**config.mk**
```make
export PLATFORM = sky130hd
export DESIGN_NAME = uart_periph
export DESIGN_NICKNAME = d
export VERILOG_FILES = /design/src/rtl/uart_pkg.sv /design/src/rtl/sync_fifo.sv /design/src/rtl/uart_periph.sv
export SDC_FILE = /design/constraint.sdc
export NUM_CORES = 1
export LEC_CHECK = 0
export CORE_ASPECT_RATIO = 2
export CORE_MARGIN = 2
export CORE_UTILIZATION = 45
export DETAILED_ROUTE_END_ITERATION = 12
export GPL_ROUTABILITY_DRIVEN = 0
export HOLD_SLACK_MARGIN = 0.15
export PLACE_DENSITY = 0.6
export SLEW_MARGIN = 20
export SYNTH_ARGS = -nofsm -noshare
export SYNTH_HDL_FRONTEND = slang
export SYNTH_SLANG_ARGS = --single-unit
```
**constraint.sdc**
```tcl
create_clock -name clk -period 4.6 [get_ports clk]
set_clock_uncertainty 0.15 [all_clocks]
set_input_delay 0.46 -clock clk [delete_from_list [all_inputs] [get_ports clk]]
set_output_delay 0.46 -clock clk [all_outputs]
set_load 0.005 [all_outputs]
```
**src/rtl/uart_pkg.sv**
```systemverilog
// uart_pkg: register map, STATUS bit positions and
// FSM encodings shared by the UART peripheral files.
package uart_pkg;

  localparam logic REG_DATA   = 1'b0;
  localparam logic REG_STATUS = 1'b1;

  localparam int ST_TX_FULL   = 0;
  localparam int ST_TX_IDLE   = 1;
  localparam int ST_RX_VALID  = 2;
  localparam int ST_OVERRUN   = 3;
  localparam int ST_FRAME_ERR = 4;

  typedef enum logic [1:0] {
    TX_IDLE,
    TX_START,
    TX_DATA,
    TX_STOP
  } tx_state_t;

  typedef enum logic [1:0] {
    RX_IDLE,
    RX_START,
    RX_DATA,
    RX_STOP
  } rx_state_t;

endpackage

```
**src/rtl/sync_fifo.sv**
```systemverilog
// sync_fifo: single-clock FIFO, first-word-fallthrough head.
// Ports: clk/rst, push+wdata, pop, head, full, empty.
module sync_fifo #(
  parameter int WIDTH      = 8,
  parameter int DEPTH_LOG2 = 4
) (
  input  logic             clk,
  input  logic             rst,
  input  logic             push,
  input  logic [WIDTH-1:0] wdata,
  input  logic             pop,
  output logic [WIDTH-1:0] head,
  output logic             full,
  output logic             empty
);

  localparam int DEPTH = 1 << DEPTH_LOG2;

  logic [WIDTH-1:0]    mem [DEPTH];
  logic [DEPTH_LOG2:0] wr_ptr;
  logic [DEPTH_LOG2:0] rd_ptr;
  logic                do_push;
  logic                do_pop;

  // Extra MSB tells a wrapped (full) pointer pair from empty.
  assign empty = (wr_ptr == rd_ptr);
  assign full  =
    (wr_ptr[DEPTH_LOG2] != rd_ptr[DEPTH_LOG2]) &&
    (wr_ptr[DEPTH_LOG2-1:0] == rd_ptr[DEPTH_LOG2-1:0]);

  // Full checked on current state: a push into a full
  // FIFO is dropped even when a pop happens alongside.
  assign do_push = push & ~full;
  assign do_pop  = pop & ~empty;

  assign head = mem[rd_ptr[DEPTH_LOG2-1:0]];

  always_ff @(posedge clk) begin
    if (rst) begin
      wr_ptr <= '0;
      rd_ptr <= '0;
    end else begin
      if (do_push) wr_ptr <= wr_ptr + 1'b1;
      if (do_pop)  rd_ptr <= rd_ptr + 1'b1;
    end
  end

  always_ff @(posedge clk) begin
    if (do_push) mem[wr_ptr[DEPTH_LOG2-1:0]] <= wdata;
  end

endmodule

```
**src/rtl/uart_periph.sv**
```systemverilog
// uart_periph: 8N1 UART on the 68000 bus, TX FIFO + RX holding reg.
// Ports: clk, rst, cs/rw/addr/din/dout bus, txd/rxd serial.
module uart_periph
  import uart_pkg::*;
#(
  parameter int CLK_DIV       = 217,
  parameter int TX_DEPTH_LOG2 = 4
) (
  input  logic        clk,
  input  logic        rst,
  input  logic        cs,
  input  logic        rw,
  input  logic        addr,
  input  logic [15:0] din,
  output logic [15:0] dout,
  output logic        txd,
  input  logic        rxd
);

  localparam logic [15:0] DIV_TC  = 16'(CLK_DIV - 1);
  localparam logic [15:0] HALF_TC = 16'(CLK_DIV / 2 - 1);

  // Bus access: one action per cs rising edge.
  logic cs_q;
  logic acc;
  logic wr_data;
  logic wr_stat;
  logic rd_data;
  logic rd_stat;
  logic unused_din;

  assign acc     = cs & ~cs_q;
  assign wr_data = acc & ~rw & (addr == REG_DATA);
  assign wr_stat = acc & ~rw & (addr == REG_STATUS);
  assign rd_data = acc & rw & (addr == REG_DATA);
  assign rd_stat = acc & rw & (addr == REG_STATUS);
  assign unused_din = ^din[15:8];

  always_ff @(posedge clk) begin
    if (rst) cs_q <= 1'b0;
    else     cs_q <= cs;
  end

  // TX FIFO
  logic [7:0] fifo_head;
  logic       fifo_pop;
  logic       fifo_full;
  logic       fifo_empty;

  sync_fifo #(
    .WIDTH      (8),
    .DEPTH_LOG2 (TX_DEPTH_LOG2)
  ) u_tx_fifo (
    .clk   (clk),
    .rst   (rst),
    .push  (wr_data),
    .wdata (din[7:0]),
    .pop   (fifo_pop),
    .head  (fifo_head),
    .full  (fifo_full),
    .empty (fifo_empty)
  );

  // TX FSM
  tx_state_t   tx_state, tx_state_n;
  logic [15:0] tx_cnt, tx_cnt_n;
  logic [2:0]  tx_bit, tx_bit_n;
  logic [7:0]  tx_shift, tx_shift_n;
  logic        txd_n;
  logic        tx_term;

  assign tx_term = (tx_cnt == DIV_TC);

  always_comb begin
    tx_state_n = tx_state;
    tx_cnt_n   = tx_cnt;
    tx_bit_n   = tx_bit;
    tx_shift_n = tx_shift;
    fifo_pop   = 1'b0;
    if (tx_state != TX_IDLE)
      tx_cnt_n = tx_term ? '0 : tx_cnt + 16'd1;
    unique case (tx_state)
      TX_IDLE: begin
        if (!fifo_empty) begin
          fifo_pop   = 1'b1;
          tx_shift_n = fifo_head;
          tx_cnt_n   = '0;
          tx_state_n = TX_START;
        end
      end
      TX_START: begin
        if (tx_term) begin
          tx_bit_n   = '0;
          tx_state_n = TX_DATA;
        end
      end
      TX_DATA: begin
        if (tx_term) begin
          tx_shift_n = {1'b1, tx_shift[7:1]};
          tx_bit_n   = tx_bit + 3'd1;
          if (tx_bit == 3'd7) tx_state_n = TX_STOP;
        end
      end
      TX_STOP: begin
        if (tx_term) begin
          if (!fifo_empty) begin
            fifo_pop   = 1'b1;
            tx_shift_n = fifo_head;
            tx_state_n = TX_START;
          end else begin
            tx_state_n = TX_IDLE;
          end
        end
      end
    endcase
    // txd is registered from the next state to stay glitch-free.
    case (tx_state_n)
      TX_START: txd_n = 1'b0;
      TX_DATA:  txd_n = tx_shift_n[0];
      default:  txd_n = 1'b1;
    endcase
  end

  always_ff @(posedge clk) begin
    if (rst) begin
      tx_state <= TX_IDLE;
      tx_cnt   <= '0;
      tx_bit   <= '0;
      tx_shift <= '0;
      txd      <= 1'b1;
    end else begin
      tx_state <= tx_state_n;
      tx_cnt   <= tx_cnt_n;
      tx_bit   <= tx_bit_n;
      tx_shift <= tx_shift_n;
      txd      <= txd_n;
    end
  end

  // RX synchronizer plus a delayed copy for edge detect.
  logic rx_s1, rx_s2, rx_prev;
  logic rx_fall;

  assign rx_fall = rx_prev & ~rx_s2;

  always_ff @(posedge clk) begin
    if (rst) begin
      rx_s1   <= 1'b1;
      rx_s2   <= 1'b1;
      rx_prev <= 1'b1;
    end else begin
      rx_s1   <= rxd;
      rx_s2   <= rx_s1;
      rx_prev <= rx_s2;
    end
  end

  // RX FSM
  rx_state_t   rx_state, rx_state_n;
  logic [15:0] rx_cnt, rx_cnt_n;
  logic [2:0]  rx_bit, rx_bit_n;
  logic [7:0]  rx_shift, rx_shift_n;
  logic        rx_done;

  always_comb begin
    rx_state_n = rx_state;
    rx_cnt_n   = rx_cnt;
    rx_bit_n   = rx_bit;
    rx_shift_n = rx_shift;
    rx_done    = 1'b0;
    if (rx_state != RX_IDLE) rx_cnt_n = rx_cnt + 16'd1;
    unique case (rx_state)
      RX_IDLE: begin
        if (rx_fall) begin
          rx_cnt_n   = '0;
          rx_state_n = RX_START;
        end
      end
      RX_START: begin
        // Mid start bit: a high line here was only a glitch.
        if (rx_cnt == HALF_TC) begin
          rx_cnt_n   = '0;
          rx_bit_n   = '0;
          rx_state_n = rx_s2 ? RX_IDLE : RX_DATA;
        end
      end
      RX_DATA: begin
        if (rx_cnt == DIV_TC) begin
          rx_cnt_n   = '0;
          rx_shift_n = {rx_s2, rx_shift[7:1]};
          rx_bit_n   = rx_bit + 3'd1;
          if (rx_bit == 3'd7) rx_state_n = RX_STOP;
        end
      end
      RX_STOP: begin
        if (rx_cnt == DIV_TC) begin
          rx_cnt_n   = '0;
          rx_done    = 1'b1;
          rx_state_n = RX_IDLE;
        end
      end
    endcase
  end

  always_ff @(posedge clk) begin
    if (rst) begin
      rx_state <= RX_IDLE;
      rx_cnt   <= '0;
      rx_bit   <= '0;
      rx_shift <= '0;
    end else begin
      rx_state <= rx_state_n;
      rx_cnt   <= rx_cnt_n;
      rx_bit   <= rx_bit_n;
      rx_shift <= rx_shift_n;
    end
  end

  // RX holding register and sticky flags
  logic [7:0] rx_byte;
  logic       rx_valid;
  logic       overrun;
  logic       frame_err;
  logic       rx_pop;
  logic       rx_ok;
  logic       rx_bad;

  assign rx_pop = rd_data & rx_valid;
  assign rx_ok  = rx_done & rx_s2;
  assign rx_bad = rx_done & ~rx_s2;

  always_ff @(posedge clk) begin
    if (rst) begin
      rx_byte   <= '0;
      rx_valid  <= 1'b0;
      overrun   <= 1'b0;
      frame_err <= 1'b0;
    end else begin
      // A pop in the completion cycle frees the slot: no overrun.
      if (rx_ok) begin
        rx_byte  <= rx_shift;
        rx_valid <= 1'b1;
      end else if (rx_pop) begin
        rx_valid <= 1'b0;
      end
      if (rx_ok & rx_valid & ~rx_pop)
        overrun <= 1'b1;
      else if (wr_stat & din[ST_OVERRUN])
        overrun <= 1'b0;
      if (rx_bad)
        frame_err <= 1'b1;
      else if (wr_stat & din[ST_FRAME_ERR])
        frame_err <= 1'b0;
    end
  end

  // Read data
  logic [15:0] status;

  always_comb begin
    status               = '0;
    status[ST_TX_FULL]   = fifo_full;
    status[ST_TX_IDLE]   = fifo_empty & (tx_state == TX_IDLE);
    status[ST_RX_VALID]  = rx_valid;
    status[ST_OVERRUN]   = overrun;
    status[ST_FRAME_ERR] = frame_err;
  end

  always_ff @(posedge clk) begin
    if (rst) begin
      dout <= '0;
    end else begin
      unique case (1'b1)
        rd_data: dout <= {8'h00, rx_byte};
        rd_stat: dout <= status;
        default: ;
      endcase
    end
  end

endmodule

```
==> impl_metrics.py, run 1 <==
metrics = {
    "cts": {
        "post_cts_resize_count": 0,
        "cts_buffers": 21,
        "htree_levels": 1,
        "cts.sinks": 224,
        "ctsHoldBuffers": 0,
        "ctsRootBufferMaster": "clkbuf_16",
        "clock_latency_ns": 0.50,
        "cts_tree": "yes",
        "cts_buffer_depth": 3,
        "clk_pin_slew_ns": 0.07,
        "post_cts_buffers": 0,
    },
    "critical_path": {
        "setup.worst_path.class": "reg -> reg",
        "cp-start-kind": "flop",
        "critPathMaxFanout": 10,
        "cp_data_arrival_time_ns": 3.30,
        "regToRegSetupSlack_ns": 1.27,
        "crit_required_ns": 4.57,
        "reg2reg_depth": 5,
        "cp-end-kind": "flop",
    },
    "min_path": {
        "holdCritPathClass": "reg -> reg",
        "min_path_cells": 1,
    },
    "cells_and_area": {
        "final_nets": 795,
        "layout-drive-gt1-share": 0.131,
        "final_common_cell": "edfxtp_1",
        "layout_common_cells": "edfxtp_1 (128), dfxtp_1 (94), nor2_1 (91)",
        "antenna_cells": 0,
        "final_core_util": 0.512,
        "area_growth_syn_to_layout_pct": 12.0,
        "fin_area_mm2": 0.0107,
    },
    "drt": {
        "wl_per_cell_um": 19.4,
        "drt-pass1-iter-count": 5,
        "ant_nets": 0,
        "drtIter0Drc": 318,
        "drc": 0,
        "avgViaCountPerCell": 5.62,
        "totalWireLength_mm": 20.2,
        "vias": 5841,
    },
    "synthesis": {
        "synth_flop_cell": "edfxtp_1",
        "ys_async_sr_fraction": 0,
        "avgSynthCellArea_um2": 12.9,
        "synth_edf_count": 128,
        "syn_inst": 736,
        "synth_seq_cells": 224,
        "synth_area_mm2": 0.00952,
        "ys_types": 61,
        "yosys_warnings": 0,
        "yosysSeqAreaShare": 0.606,
    },
    "timing": {
        "fmax_ghz": 0.300,
        "slew_headroom": 0.358,
        "setup_slack_ns": 1.27,
        "setup_viol_count_final": 0,
        "min_period_ns": 3.33,
        "worst_pin_slew_ns": 0.963,
        "fin_tns_setup_ns": 0,
        "finalCritPeriodShare": 0.723,
        "finalHoldViolations": 0,
        "grt_setup_unrepaired": "no",
        "maxSlewViolCount": 0,
    },
    "die": {
        "io-pin-count": 39,
        "die_x_um": 107,
        "start_util": 0.457,
        "core_mm2": 0.0208,
        "num_rows": 75,
        "die_h_um": 210,
        "dieArea_mm2": 0.0224,
    },
    "power_and_ir_drop": {
        "irDropWorstVdd_mv": 0.362,
        "power_mw": 4.74,
        "p_leak_nw": 3.38,
        "power.density_mw_per_mm2": 444,
    },
    "grt": {
        "grt_max_degree": 48,
        "antenna_found_initial": 0,
        "gr-total-overflow": 0,
        "grt_pass1_wl_mm": 32.3,
        "grt_use_total": 0.185,
        "grt_pass1_vias": 6085,
    },
    "place": {
        "pre_cts_slack_ns": 1.05,
        "dp.final_hpwl_mm": 14.3,
        "portBuffers": 22,
        "placed_cell_area_mm2": 0.00997,
    },
    "outcome": {
        "status": "finished, final reports clean",
    },
    "flow_run": {
        "maxCapViolations": 0,
    },
}
[state kept, by name, indices dropped and copies added (netlist names), 2 cells and up, named ones only]
register,cells
tx_state,2
rx_shift,8
u_tx_fifo.rd_ptr,5
tx_cnt,16
u_tx_fifo.wr_ptr,5
dout,8
rx_byte,8
rx_cnt,16
rx_bit,3
tx_bit,3
u_tx_fifo.mem,128
tx_shift,8
[power by group]
group,internal [mW],switching (mW)
Combinational,0.354,0.374
Sequential,2.16,0.110
Clock,0.977,0.757
[path summary, 6_finish.rpt]
| check | start | end |
|---|---|---|
| max | u_tx_fifo.wr_ptr[2]$_SDFFE_PP0P_ | u_tx_fifo.mem[11][7]$_DFFE_PP_ |
| min | rx_s1$_SDFF_PP1_ | rx_s2$_SDFF_PP1_ |
| max reg2reg | u_tx_fifo.wr_ptr[2]$_SDFFE_PP0P_ | u_tx_fifo.mem[11][7]$_DFFE_PP_ |
| min reg2reg | rx_s1$_SDFF_PP1_ | rx_s2$_SDFF_PP1_ |
[synth_stat cells (4+ instances only)]
| library cell | n | area [µm²] |
|---|---|---|
| edfxtp_1 | 128 | 3840 |
| dfxtp_1 | 96 | 1920 |
| nor2_1 | 91 | 342 |
| mux4_2 | 39 | 878 |
| nand2_1 | 38 | 143 |
| mux2i_1 | 30 | 300 |
| a21oi_1 | 29 | 145 |
| clkbuf_1 | 25 | 93.8 |
| inv_1 | 24 | 90.1 |
| ha_1 | 18 | 225 |
| o21ai_0 | 18 | 90.1 |
| nand3_1 | 17 | 85.1 |
| nor2b_1 | 16 | 100 |
| nor3_1 | 14 | 70.1 |
| a311oi_1 | 11 | 96.3 |
| nand4_1 | 11 | 68.8 |
| xnor2_1 | 10 | 87.6 |
| buf_4 | 8 | 60.1 |
| a211oi_1 | 7 | 52.6 |
| nor4_1 | 7 | 43.8 |
| or3_1 | 7 | 43.8 |
| a221o_1 | 6 | 60.1 |
| and3_1 | 6 | 37.5 |
| nand2b_1 | 6 | 37.5 |
| xor2_1 | 6 | 52.6 |
| buf_1 | 5 | 18.8 |
| a22oi_1 | 4 | 30.0 |
| a31oi_1 | 4 | 25.0 |
| nand3b_1 | 4 | 30.0 |
| or2_2 | 4 | 25.0 |
[layout make-up]
| cell class | instances | area (µm²) |
|---|---|---|
| clock buffers | 23 | 543 |
| clock inverters | 15 | 149 |
| fillers | 1808 | 10200 |
| inverters | 24 | 90.1 |
| multi-input cells | 453 | 3490 |
| flip-flops and latches | 224 | 5770 |
| well taps | 269 | 337 |
| repair buffers | 31 | 283 |
[cells by family after synthesis]
group	count (synthesis)	share of synthesized area
mux	70	0.125
compound gates	104	0.0762
other cells	1	0.000394
simple gates	237	0.124
xor+xnor	16	0.0147
fa+ha+maj	18	0.0237
buf+inv	66	0.0304
flops	224	0.606
[worst max-delay path: stages (launching register included)]
cell and delay, ns:
dfxtp_1 0.53, xnor2_1 0.14, and4_1 0.21, a2111oi_2 0.80
nand2_1 0.37, nor2_1 0.74
[through the flow]
stage          instances  hold WS [ns]
2_1_floorplan        743         0.239
3_3_place_gp        1001         0.255
3_5_place_dp        1001         0.258
4_1_cts             1039         0.268
5_1_grt             1039         0.281
6_report            1039         0.265
[metal layers]
metal | global-route usage | up-vias | wire length, µm
li1 | - | 2792 | -
met1 | 0.190 | 2899 | 7090
met3 | 0.0236 | 36 | 633
met4 | 0.0743 | 0 | 839
met5 | 0 | - | 0
met2 | 0.365 | 114 | 11600
No activity file was read; power rests on OpenSTA's default activity.
==> run 2, diff against run 1 <==
==> constraint.sdc (replaced) <==
create_clock -name clk -period 3.4 [get_ports clk]
set_clock_uncertainty 0.15 [all_clocks]
set_input_delay 0.34 -clock clk [delete_from_list [all_inputs] [get_ports clk]]
set_output_delay 0.34 -clock clk [all_outputs]
set_load 0.005 [all_outputs]
==> run 2 against run 1 <==
  * Final cell count rose by 1.3%
  * Critical endpoint is now tx_shift[6]$_SDFFE_PP0P_
  * Global-route usage barely moved
  * Critical path depth rose by 3
  * Sequential cell count did not move
  * Worst setup slack got worse by 0.78 ns
  * Die area did not move
  * Sequential share of layout area fell by 0.47 points
  * Clock power rose by 29%
  * Non-clock buffer count rose by 16
  * Wire length barely moved
  * Combinational power rose by 47%
  * Clock-buffer cell count fell by 1
==> impl_metrics.py, run 2 (synthesis gave the netlist of run 1 again) <==
metrics = {
    "cts": {
        "clk_pin_slew_ns": 0.06,
        "cts_buffers": 20,
        "ctsHoldBuffers": 0,
        "post_cts_buffers": 0,
        "cts.sinks": 224,
        "clock_latency_ns": 0.49,
        "post_cts_resize_count": 0,
        "cts_buffer_depth": 3,
        "htree_levels": 1,
        "cts_tree": "yes",
        "ctsRootBufferMaster": "clkbuf_16",
    },
    "critical_path": {
        "timing.rr.start": "tx_cnt[0]$_SDFF_PP0_",
        "crit_required_ns": 3.67,
        "cp-start-kind": "flop",
        "cp-end-kind": "flop",
        "r2r-end": "tx_shift[6]$_SDFFE_PP0P_",
        "regToRegSetupSlack_ns": 0.49,
        "critPathMaxFanout": 9,
        "cp_data_arrival_time_ns": 3.19,
        "setup.worst_path.class": "reg -> reg",
        "reg2reg_depth": 8,
    },
    "timing": {
        "finalHoldViolations": 0,
        "maxSlewViolCount": 0,
        "setup_viol_count_final": 0,
        "grt_setup_unrepaired": "no",
        "setup_slack_ns": 0.488,
        "finalCritPeriodShare": 0.856,
        "fmax_ghz": 0.343,
        "fin_tns_setup_ns": 0,
        "min_period_ns": 2.91,
        "slew_headroom": 0.415,
        "worst_pin_slew_ns": 0.870,
    },
    "drt": {
        "wl_per_cell_um": 19.1,
        "drt-pass1-iter-count": 5,
        "ant_nets": 0,
        "vias": 5928,
        "totalWireLength_mm": 20.2,
        "drtIter0Drc": 331,
        "drc": 0,
        "avgViaCountPerCell": 5.63,
    },
    "min_path": {
        "hold_start": "rst",
        "min_path_cells": 2,
        "min_delay_worst_endpoint": "tx_state[0]$_SDFF_PP0_",
        "holdCritPathClass": "in -> reg",
    },
    "cells_and_area": {
        "final_common_cell": "edfxtp_1",
        "instances_no_fill": 1053,
        "layout_common_cells": "edfxtp_1 (128), dfxtp_1 (95), nor2_1 (91)",
        "area_growth_syn_to_layout_pct": 13.0,
        "final_nets": 810,
        "largest_reg_flops": 128,
        "fin_area_mm2": 0.0108,
        "antenna_cells": 0,
        "layout-drive-gt1-share": 0.142,
    },
    "die": {
        "die_h_um": 210,
        "dieArea_mm2": 0.0224,
        "core_mm2": 0.0208,
        "die_x_um": 107,
        "start_util": 0.457,
        "io-pin-count": 39,
        "num_rows": 75,
    },
    "place": {
        "pre_cts_slack_ns": 0.508,
        "placed_cell_area_mm2": 0.0101,
        "portBuffers": 22,
        "dp.final_hpwl_mm": 14.5,
        "dpl.cell_count": 1017,
    },
    "grt": {
        "grt_pass1_vias": 6165,
        "grt_use_total": 0.184,
        "gr-total-overflow": 0,
        "antenna_found_initial": 0,
        "grt_max_degree": 52,
        "grt_pass1_wl_mm": 32.3,
    },
    "power_and_ir_drop": {
        "power.density_mw_per_mm2": 585,
        "p_sw_mw": 1.60,
        "clockPowerShare": 0.355,
        "power_frac_seq": 0.474,
        "internal_power_mw": 4.69,
        "combPwrFrac": 0.171,
        "p_sw_frac": 0.255,
        "irDropWorstVdd_mv": 0.395,
        "p_leak_nw": 3.46,
    },
    "flow_run": {
        "maxCapViolations": 0,
    },
    "outcome": {
        "status": "finished, final reports clean",
    },
}
==> run 2: cell types whose count changed in the layout (fill, tap and decap cells not counted), sizes merged <==
cell / delta
clkinv: +5
clkbuf: -1
inv: -2
clkinvlp: -4
buf: +16
==> run 2: power by group through the flow <==
stage / sequential [mW] / combinational (mW) / clock [mW]
floorplan: 3.02 / 0.816 / 0
global placement: 3.04 / 1.05 / 0
detailed placement: 3.04 / 1.09 / 0
CTS: 2.98 / 1.09 / 2.31
global route: 2.99 / 1.18 / 2.40
finish: 2.98 / 1.07 / 2.24
==> run 2: worst max-delay path, cell delays in order (launching register included) <==
cell and delay (ns):
dfxtp_1 0.35, inv_1 0.07, ha_1 0.14, or4b_4 0.49, nor4_4 0.60, a21oi_4 0.18, or4_4 0.46, a21oi_4 0.23
a221o_1 0.18
==> run 2: cell type report <==
type,count,area [µm²]
clock buffer,22,529
clock inverter,14,124
fill,1820,10100
inverter,24,90.1
multi-input combinational,453,3490
sequential,224,5770
tap,269,337
timing repair buffer,47,415
==> run 2: per-layer routing <==
metal / share of wire / vias to the layer above / GRT usage
li1: - / 2812 / -
met1: 0.34 / 2975 / 0.184
met2: 0.60 / 103 / 0.377
met3: 0.026 / 38 / 0.0183
met4: 0.034 / 0 / 0.0690
met5: 0 / - / 0
==> run 2: how the worst max path moves through the flow <==
stage / startpoint / to / slack (ns) / cells after the start
2_1_floorplan: u_tx_fifo.wr_ptr[2]$_SDFFE_PP0P_ / u_tx_fifo.mem[3][0]$_DFFE_PP_ / 0.52 / 6
3_3_place_gp: tx_cnt[0]$_SDFF_PP0_ / tx_shift[6]$_SDFFE_PP0P_ / 0.56 / 8
3_5_place_dp: tx_cnt[0]$_SDFF_PP0_ / tx_shift[6]$_SDFFE_PP0P_ / 0.51 / 8
4_1_cts: tx_cnt[0]$_SDFF_PP0_ / tx_shift[6]$_SDFFE_PP0P_ / 0.49 / 8
5_1_grt: rx_cnt[0]$_SDFF_PP0_ / rx_state[0]$_SDFFE_PP0P_ / 0.32 / 7
6_report: tx_cnt[0]$_SDFF_PP0_ / tx_shift[6]$_SDFFE_PP0P_ / 0.49 / 8
==> run 2: stage by stage <==
stage | util | total power [mW] | hold slack, ns
after floorplan | - | 3.84 | 0.239
after detailed placement | 0.485 | 4.13 | 0.250
after global placement | 0.485 | 4.09 | 0.255
after global routing | 0.516 | 6.57 | 0.247
final | 0.516 | 6.29 | 0.226
after CTS | 0.516 | 6.38 | 0.217
